==> config.mk <==
export PLATFORM = sky130hd
export DESIGN_NAME = adder_with_carry
export DESIGN_NICKNAME = d
export VERILOG_FILES = /design/src/rtl/adder_with_carry_pkg.sv /design/src/rtl/adder_with_carry_full_adder.sv /design/src/rtl/adder_with_carry.sv
export SDC_FILE = /design/constraint.sdc
export NUM_CORES = 1
export LEC_CHECK = 0
export BUFFER_PORTS_ARGS = -buffer_cell sky130_fd_sc_hd__buf_4
export CAP_MARGIN = 20
export CORE_AREA = 2 2 39 41
export CTS_BUF_LIST = sky130_fd_sc_hd__clkbuf_8
export CTS_CLUSTER_SIZE = 28
export DETAILED_ROUTE_END_ITERATION = 10
export DIE_AREA = 0 0 41 43
export SETUP_SLACK_MARGIN = 0.2
export SLEW_MARGIN = 20
export SYNTH_ARGS = -nofsm -noshare
export SYNTH_HDL_FRONTEND = slang
export SYNTH_SLANG_ARGS = --single-unit
==> constraint.sdc <==
create_clock -name clk -period 3.7 [get_ports clk]
set_input_delay 0.37 -clock clk [delete_from_list [all_inputs] [get_ports clk]]
set_output_delay 0.37 -clock clk [all_outputs]
set_load 0.01 [all_outputs]
==> src/rtl/adder_with_carry_pkg.sv <==
// Shared constants for the registered ripple-carry adder.
package adder_with_carry_pkg;

  localparam int WIDTH_DEFAULT = 4;

endpackage

==> src/rtl/adder_with_carry_full_adder.sv <==
// One-bit full adder cell used to build the ripple chain.
module full_adder (
  input  logic x,
  input  logic y,
  input  logic cin,
  output logic sum,
  output logic cout
);

  assign sum  = x ^ y ^ cin;
  assign cout = (x & y) | (cin & (x ^ y));

endmodule

==> src/rtl/adder_with_carry.sv <==
// Ripple-carry adder with carry-in, registered sum/carry-out and a signed
// negative-overflow flag. One cycle of latency; synchronous active-high reset.
module adder_with_carry
  import adder_with_carry_pkg::*;
#(
  parameter int WIDTH = WIDTH_DEFAULT
) (
  input  logic             clk,
  input  logic             rst,
  input  logic [WIDTH-1:0] a,
  input  logic [WIDTH-1:0] b,
  input  logic             bin,
  output logic [WIDTH-1:0] s,
  output logic             bout,
  output logic             underflow
);

  logic [WIDTH:0]   carry;
  logic [WIDTH-1:0] sum_c;
  logic             underflow_c;

  assign carry[0] = bin;

  for (genvar i = 0; i < WIDTH; i++) begin : g_fa
    full_adder u_fa (
      .x    (a[i]),
      .y    (b[i]),
      .cin  (carry[i]),
      .sum  (sum_c[i]),
      .cout (carry[i+1])
    );
  end

  // Two negatives whose sum lands non-negative means it wrapped below -2^(WIDTH-1).
  assign underflow_c = a[WIDTH-1] & b[WIDTH-1] & ~sum_c[WIDTH-1];

  always_ff @(posedge clk) begin
    if (rst) begin
      s         <= '0;
      bout      <= 1'b0;
      underflow <= 1'b0;
    end else begin
      s         <= sum_c;
      bout      <= carry[WIDTH];
      underflow <= underflow_c;
    end
  end

endmodule

; Word-level counts from Yosys, hierarchy flattened
; Index checks and enable logic that the tools add are counted.
[word_totals]
reg_bits = 6
[op_classes]
bitwise_logic = 22
[op_table]
columns = op, count
row1 = bitwise AND 1 bit, 9
row2 = bitwise XOR 1 bit, 8
row3 = OR 1 bit, 4
row4 = inverter 1 bit, 1

; Logic depth before layout (Yosys ltp)
; Gate-level depths: netlist of run 1.
[logic_depth]
depth_word = 10
ltp_mapped = 8

; By module
; A second synthesis of run 1 with hierarchy kept.
[unflattened]
cells_unflattened = 16
area_unflattened_um2 = 256.5
[by_module_without_submodules]
columns = module, instances, cells_each, area_each_um2, seq_area_each_um2
row1 = adder_with_carry, 1, 12, 176.4, 120.1
row2 = full_adder, 4, 1, 20.0, 0.0

; Worst setup path before layout of run 1
; Ideal clock, no wire load.
[synth_timing]
path_kind = input to register
start = in a[0]
end = reg underflow
setup_time_ns = 0.117
t_arrival_ns = 2.048
required_ns = 3.583
setup_slack_ns = 1.536
cell_stages = 8
n_path_buf = 0
path_cell_list = fa_1 > inv_1 > fa_1 > inv_1 > fa_1 > inv_1 > fa_1 > and3b_2
[synth_between]
elab_chain_cells = 10
[synth_rtl]
columns = element, line_no
row1 = "start, declared", adder_with_carry.sv:10  ; input logic [WIDTH-1:0] a,
row2 = bitwise XOR 1 bit, adder_with_carry_full_adder.sv:11  ; assign cout = (x & y) | (cin & (x ^ y));
row3 = bitwise AND 1 bit, adder_with_carry_full_adder.sv:11
row4 = OR 1 bit *, adder_with_carry_full_adder.sv:11
row5 = bitwise AND 1 bit *, adder_with_carry_full_adder.sv:11
row6 = OR 1 bit *, adder_with_carry_full_adder.sv:11
row7 = bitwise AND 1 bit *, adder_with_carry_full_adder.sv:11
row8 = OR 1 bit *, adder_with_carry_full_adder.sv:11
row9 = bitwise XOR 1 bit *, adder_with_carry_full_adder.sv:10  ; assign sum = x ^ y ^ cin;
row10 = inverter 1 bit *, adder_with_carry.sv:35  ; assign underflow_c = a[WIDTH-1] & b[WIDTH-1] & ~sum_c[WIDTH-1];
row11 = bitwise AND 1 bit *, adder_with_carry.sv:35
row12 = "end signal, assigned", adder_with_carry.sv:45  ; underflow <= underflow_c;
row13 = "end, declared", adder_with_carry.sv:15  ; output logic underflow
; Every way passes the cells marked *; elsewhere a longest branch is shown, timed or not.
; A chain may end at the register's enable or synchronous reset.

; Worst setup path in the final report of run 1
; Same ends and word-level chain as after synthesis.

==> impl_metrics.csv, run 1 <==
group,metric,value,unit
clock_network,cts.clk_slew.worst_paths,30,ps
layout,area_growth_syn_to_layout,65.3,%
global_routing,met3_usage,0.0157,
synth,ys_seq_area_frac,0.432,
synth,synth-seq-cells,6,
clock_network,cts_buffers,3,
routing,route.detailed.drc,0,
routing,vias_per_cell,3.46,
worst_setup_path,start_kind,"input port",
worst_hold_path,whs_endpoint,"s[1]",
routing,vias,204,
layout,drive_above_1_share,0.512,
floorplan,die_w,41,um
layout,nFillCells,144,
global_routing,grt_pass1_wl,752,um
clock_network,postCtsSetupRepairBufs,0,
worst_hold_path,min_from,"rst",
power_and_ir_drop,pwr-share-clk,0.462,
synth,syn_nets,40,
timing,fin_crit_sh,0.568,
synth,netlist_area,278,um^2
layout,diodes,0,
clock_network,clock_path_buffers,2,
power_and_ir_drop,p_comb_frac,0.181,
floorplan,ios,17,
worst_setup_path,startpoint,"a[0]",
worst_setup_path,cp-end-kind,"flip-flop",
worst_setup_path,arrival,2210,ps
clock_network,cts_tree,"yes",
layout,seqCellArea,120,um^2
timing,hold_viol,0,
power_and_ir_drop,power.density,447,nW/um^2
power_and_ir_drop,p_int,163,uW
floorplan,die_area,1760,um^2
placement,dpl.hpwl,387,um
global_routing,track_usage,0.0740,
synth,yosysTopAreaCell,"dfxtp_1",
synth,synth.area.top_cells,"dfxtp_1 (43%), fa_1 (29%), inv_1 (9.5%), and2b_2 (6.3%), ha_1 (4.5%)",
floorplan,dieHeight,43,um
clock_network,hold_buffers,0,
floorplan,coreArea,1380,um^2
routing,wl_per_cell,7.53,um
clock_network,cts_resized,0,
synth,synth_cells,24,
routing,firstDrtPassIters,1,
timing,tns,0,ps
placement,port_buffers,16,
placement,dp.cells,56,
global_routing,grt_pass1_vias,231,
floorplan,initial_core_util,0.201,
global_routing,grt_overflow,0,
timing,setup-violations-final,0,
floorplan,rows,14,
global_routing,grt_busiest_layer,"met4",
power_and_ir_drop,seqPwrFrac,0.357,
global_routing,grt_max_degree,7,
global_routing,use_met1,0.0464,
power_and_ir_drop,ir_drop,0.0981,mV
timing,layout_min_cycle_time,2100,ps
routing,drt-total-wl,444,um
power_and_ir_drop,p_sw_frac,0.205,
flow_run,max_cap_viol_count,0,
power_and_ir_drop,p_leak,0.000247,uW
global_routing,antenna_found_initial,0,
clock_network,clock-sinks,6,
placement,gp_congestion,0.598,
worst_setup_path,cp.required,3810,ps
routing,final_antenna_net_count,0,
timing,rsz0062_at_grt,"false",
timing,fmax,0.476,GHz
worst_setup_path,crit_fanout,2,
worst_setup_path,path_class,"in -> reg",
synth,avgSynthCellArea,11.6,um^2
timing,maxSlewHeadroom,0.945,
timing,maxSlewViolCount,0,
synth,ys_types,7,
clock_network,htreeDepth,1,
global_routing,globalRouteMet2Util,0.109,
power_and_ir_drop,power_switching,42.1,uW
layout,layout.nets,61,
layout,final_cells,59,
synth,yosys_warnings,0,
timing,worstMarginPinSlew,82.2,ps
worst_hold_path,whs_path_depth,2,
routing,drt_iter0_drc,0,
clock_network,cts_root_buf,"clkbuf_8",
run_status,status,"finished, final reports clean",
synth,synth_top_area_frac,0.432,
worst_hold_path,hold_path.class,"in -> reg",
layout,multiInputGateArea,131,um^2
-- worst max-delay path by stage --
stage / endpoint / cells past startpoint
after global placement: underflow / 9
after global routing: underflow / 9
after CTS: underflow / 9
after detailed placement: underflow / 9
after floorplan: underflow / 8
final: underflow / 9
-- cell usage in the layout (no fill, tap or decap) --
| cell type | Yosys | final |
|---|---|---|
| buf_4 | 0 | 16 |
| inv_1 | 7 | 7 |
| dfxtp_1 | 6 | 6 |
| fa_1 | 4 | 4 |
| nor2_1 | 3 | 3 |
| clkbuf_8 | 0 | 3 |
| and2b_2 | 2 | 2 |
| and3b_2 | 1 | 1 |
| ha_1 | 1 | 1 |
-- synth_stat cells, drive strengths merged --
master	number
and2b	2
and3b	1
dfxtp	6
fa	4
ha	1
inv	7
nor2	3
-- power by group through the flow --
stage	logic [uW]	registers (uW)	clock network, uW
finish	37.0	73.3	94.9
CTS	38.2	73.4	98.2
floorplan	12.4	77.9	0
global route	43.5	73.8	103
detailed placement	38.1	74.4	0
global placement	37.6	74.2	0
-- layer usage --
| layer | up-vias | routed length, um |
|---|---|---|
| met3 | 2 | 44 |
| met4 | 0 | 19 |
| met5 | - | 0 |
| li1 | 104 | - |
| met2 | 10 | 240 |
| met1 | 88 | 139 |
-- critical path, cell delays in order --
cell     delay [ps]
buf_4           110
fa_1            400
inv_1            70
fa_1            150
inv_1            50
fa_1            350
inv_1            70
fa_1            410
and3b_2         220
-- area by class of cell --
cell class                 instances  share of cell area
sequential                         6               0.262
inverter                           7              0.0572
clock buffer                       3              0.0899
tap                               16              0.0436
timing repair buffer              16               0.262
multi-input combinational         11               0.286
-- cells by family (layout without fill, tap and decap cells) --
logic type	after synthesis	after routing	synth area share
adders and majority gates	5	5	0.333
and+or+nand+nor	6	6	0.140
buffers and inverters	7	26	0.0946
DFF	6	6	0.432
-- state kept, by name (all words and copies together), names as in the netlist --
| register | flops |
|---|---|
| bout | 1 |
| s | 4 |
| underflow | 1 |
-- metrics by stage --
stage	cell area [um^2]	utilization	hold slack [ps]	power [uW]	setup WS, ps
2_1_floorplan	278	-	437	90.2	1540
3_3_place_gp	418	0.302	568	112	1360
3_5_place_dp	418	0.302	572	113	1350
4_1_cts	459	0.332	340	210	1590
5_1_grt	459	0.332	352	221	1500
6_report	459	0.332	343	205	1600
Power figures use the tool's default switching activity.
==> run 2, diff against run 1 <==
==> constraint.sdc (replaced) <==
create_clock -name clk -period 1.83 [get_ports clk]
set_input_delay 0.183 -clock clk [delete_from_list [all_inputs] [get_ports clk]]
set_output_delay 0.183 -clock clk [all_outputs]
set_load 0.01 [all_outputs]
==> impl_metrics.csv, run 2 (synthesis gave the netlist of run 1 again) <==
group,metric,value,unit
floorplan,die_area,1760,um^2
power_and_ir_drop,p_sw_frac,0.204,
worst_setup_path,critPathCapture,"underflow",
global_routing,grt_max_degree,7,
layout,multiInputGateArea,139,um^2
timing,rsz0062_at_grt,"true",
worst_setup_path,crit_cells,9,
placement,gp_congestion,0.636,
floorplan,initial_core_util,0.201,
layout,diodes,0,
layout,largestRegisters,"s x4, bout x1, underflow x1",
power_and_ir_drop,seqPwrFrac,0.348,
flow_run,max_cap_viol_count,0,
timing,maxSlewHeadroom,0.943,
worst_setup_path,cp.required,1940,ps
power_and_ir_drop,pwr-share-clk,0.446,
floorplan,rows,14,
power_and_ir_drop,power_switching,86.5,uW
layout,final_core_util,0.345,
layout,nFillCells,141,
routing,final_antenna_net_count,0,
placement,placed_area,425,um^2
clock_network,htreeDepth,1,
floorplan,coreArea,1380,um^2
timing,maxSlewViolCount,0,
global_routing,antenna_found_initial,0,
routing,drt_iter0_drc,0,
routing,route.detailed.drc,0,
clock_network,cts.clk_slew.worst_paths,30,ps
worst_setup_path,startpoint,"bin",
routing,drt-total-wl,445,um
clock_network,cts_buffers,3,
routing,firstDrtPassIters,1,
power_and_ir_drop,p_int,338,uW
timing,worstMarginPinSlew,84.9,ps
global_routing,track_usage,0.0638,
global_routing,grt_overflow,0,
layout,final_cell_mix,"buf_4 (16), dfxtp_1 (6), inv_1 (4)",
layout,stdcell_area,478,um^2
timing,setup-violations-final,0,
worst_setup_path,start_kind,"input port",
placement,dpl.hpwl,404,um
worst_hold_path,hold_path.class,"in -> reg",
placement,dp.cells,56,
clock_network,cts_root_buf,"clkbuf_8",
layout,drive_above_1_share,0.659,
clock_network,clock-sinks,6,
timing,fmax,0.548,GHz
run_status,status,"finished, final reports clean",
worst_setup_path,cp-end-kind,"flip-flop",
routing,wl_per_cell,7.42,um
layout,largest_reg_flops,4,
global_routing,grt_pass1_wl,669,um
layout,area_growth_syn_to_layout,72.1,%
power_and_ir_drop,power.density,889,nW/um^2
worst_setup_path,crit_fanout,2,
placement,port_buffers,16,
worst_setup_path,crit_chain,"buf_6 > fa_2 > inv_2 > fa_2 > inv_2 > fa_2 > inv_2 > fa_1 > and3b_2",
worst_setup_path,cp_num_buf_inv,4,
worst_setup_path,path_delay_family,"adder cells",
power_and_ir_drop,ir_drop,0.207,mV
timing,layout_min_cycle_time,1830,ps
global_routing,grt_pass1_vias,186,
clock_network,hold_buffers,0,
layout,regMostFlops,"s",
worst_setup_path,arrival,1930,ps
clock_network,clock_path_buffers,2,
timing,hold_viol,0,
floorplan,ios,17,
worst_setup_path,slowest_stage,"fa_1",
routing,vias,208,
worst_setup_path,path_class,"in -> reg",
clock_network,cts_tree,"yes",
timing,fin_crit_sh,0.997,
layout,final_cells,60,
layout,final_common_cell,"buf_4",
layout,seqCellArea,120,um^2
worst_setup_path,critPathMaxStageDelay,420,ps
power_and_ir_drop,p_comb_frac,0.206,
routing,vias_per_cell,3.47,
timing,whs,154,ps
layout,layout.nets,62,
power_and_ir_drop,p_leak,0.000248,uW
floorplan,die_w,41,um
floorplan,dieHeight,43,um
run 2: worst min path at each step:
stage / from / to / cells past startpoint
6_report: rst / s[1] / 2
3_3_place_gp: rst / s[1] / 2
3_5_place_dp: rst / s[1] / 2
4_1_cts: rst / s[3] / 2
5_1_grt: rst / bout / 2
2_1_floorplan: rst / bout / 1
run 2: cell type report:
class,instances,area share
multi-input cells,11,0.291
repair buffers,17,0.275
flip-flops and latches,6,0.251
clock buffers,3,0.0864
inverters,7,0.0550
well taps,16,0.0419
run 2: timing repair:
item	CTS	global route
buffers inserted	1	0
gates resized for setup	1	0
setup endpoints to repair	2	2
pin swaps	6	3
hold endpoints to repair	0	0
run 2: routing by layer:
layer	GRT usage	vias to the layer above	wire length, um
li1	-	106	-
met1	0.0825	92	171
met2	0.0625	10	226
met3	0.0157	0	47
met4	0.100	0	0
met5	0	-	0
run 2: power by group through the flow:
stage	Combinational, uW	Sequential [uW]	Clock, uW
after floorplan	28.8	157	0
after global placement	79.3	150	0
after detailed placement	83.5	150	0
after CTS	89.7	148	194
after global routing	98.5	149	200
final	87.4	148	190
run 2: through the flow:
step	TNS, ps	total power [uW]	setup slack [ps]
CTS	-6.28	432	-6.28
global route	-71.8	448	-56.9
floorplan	-123	186	-123
global placement	-390	229	-276
detailed placement	-438	233	-302
finish	0	425	4.66
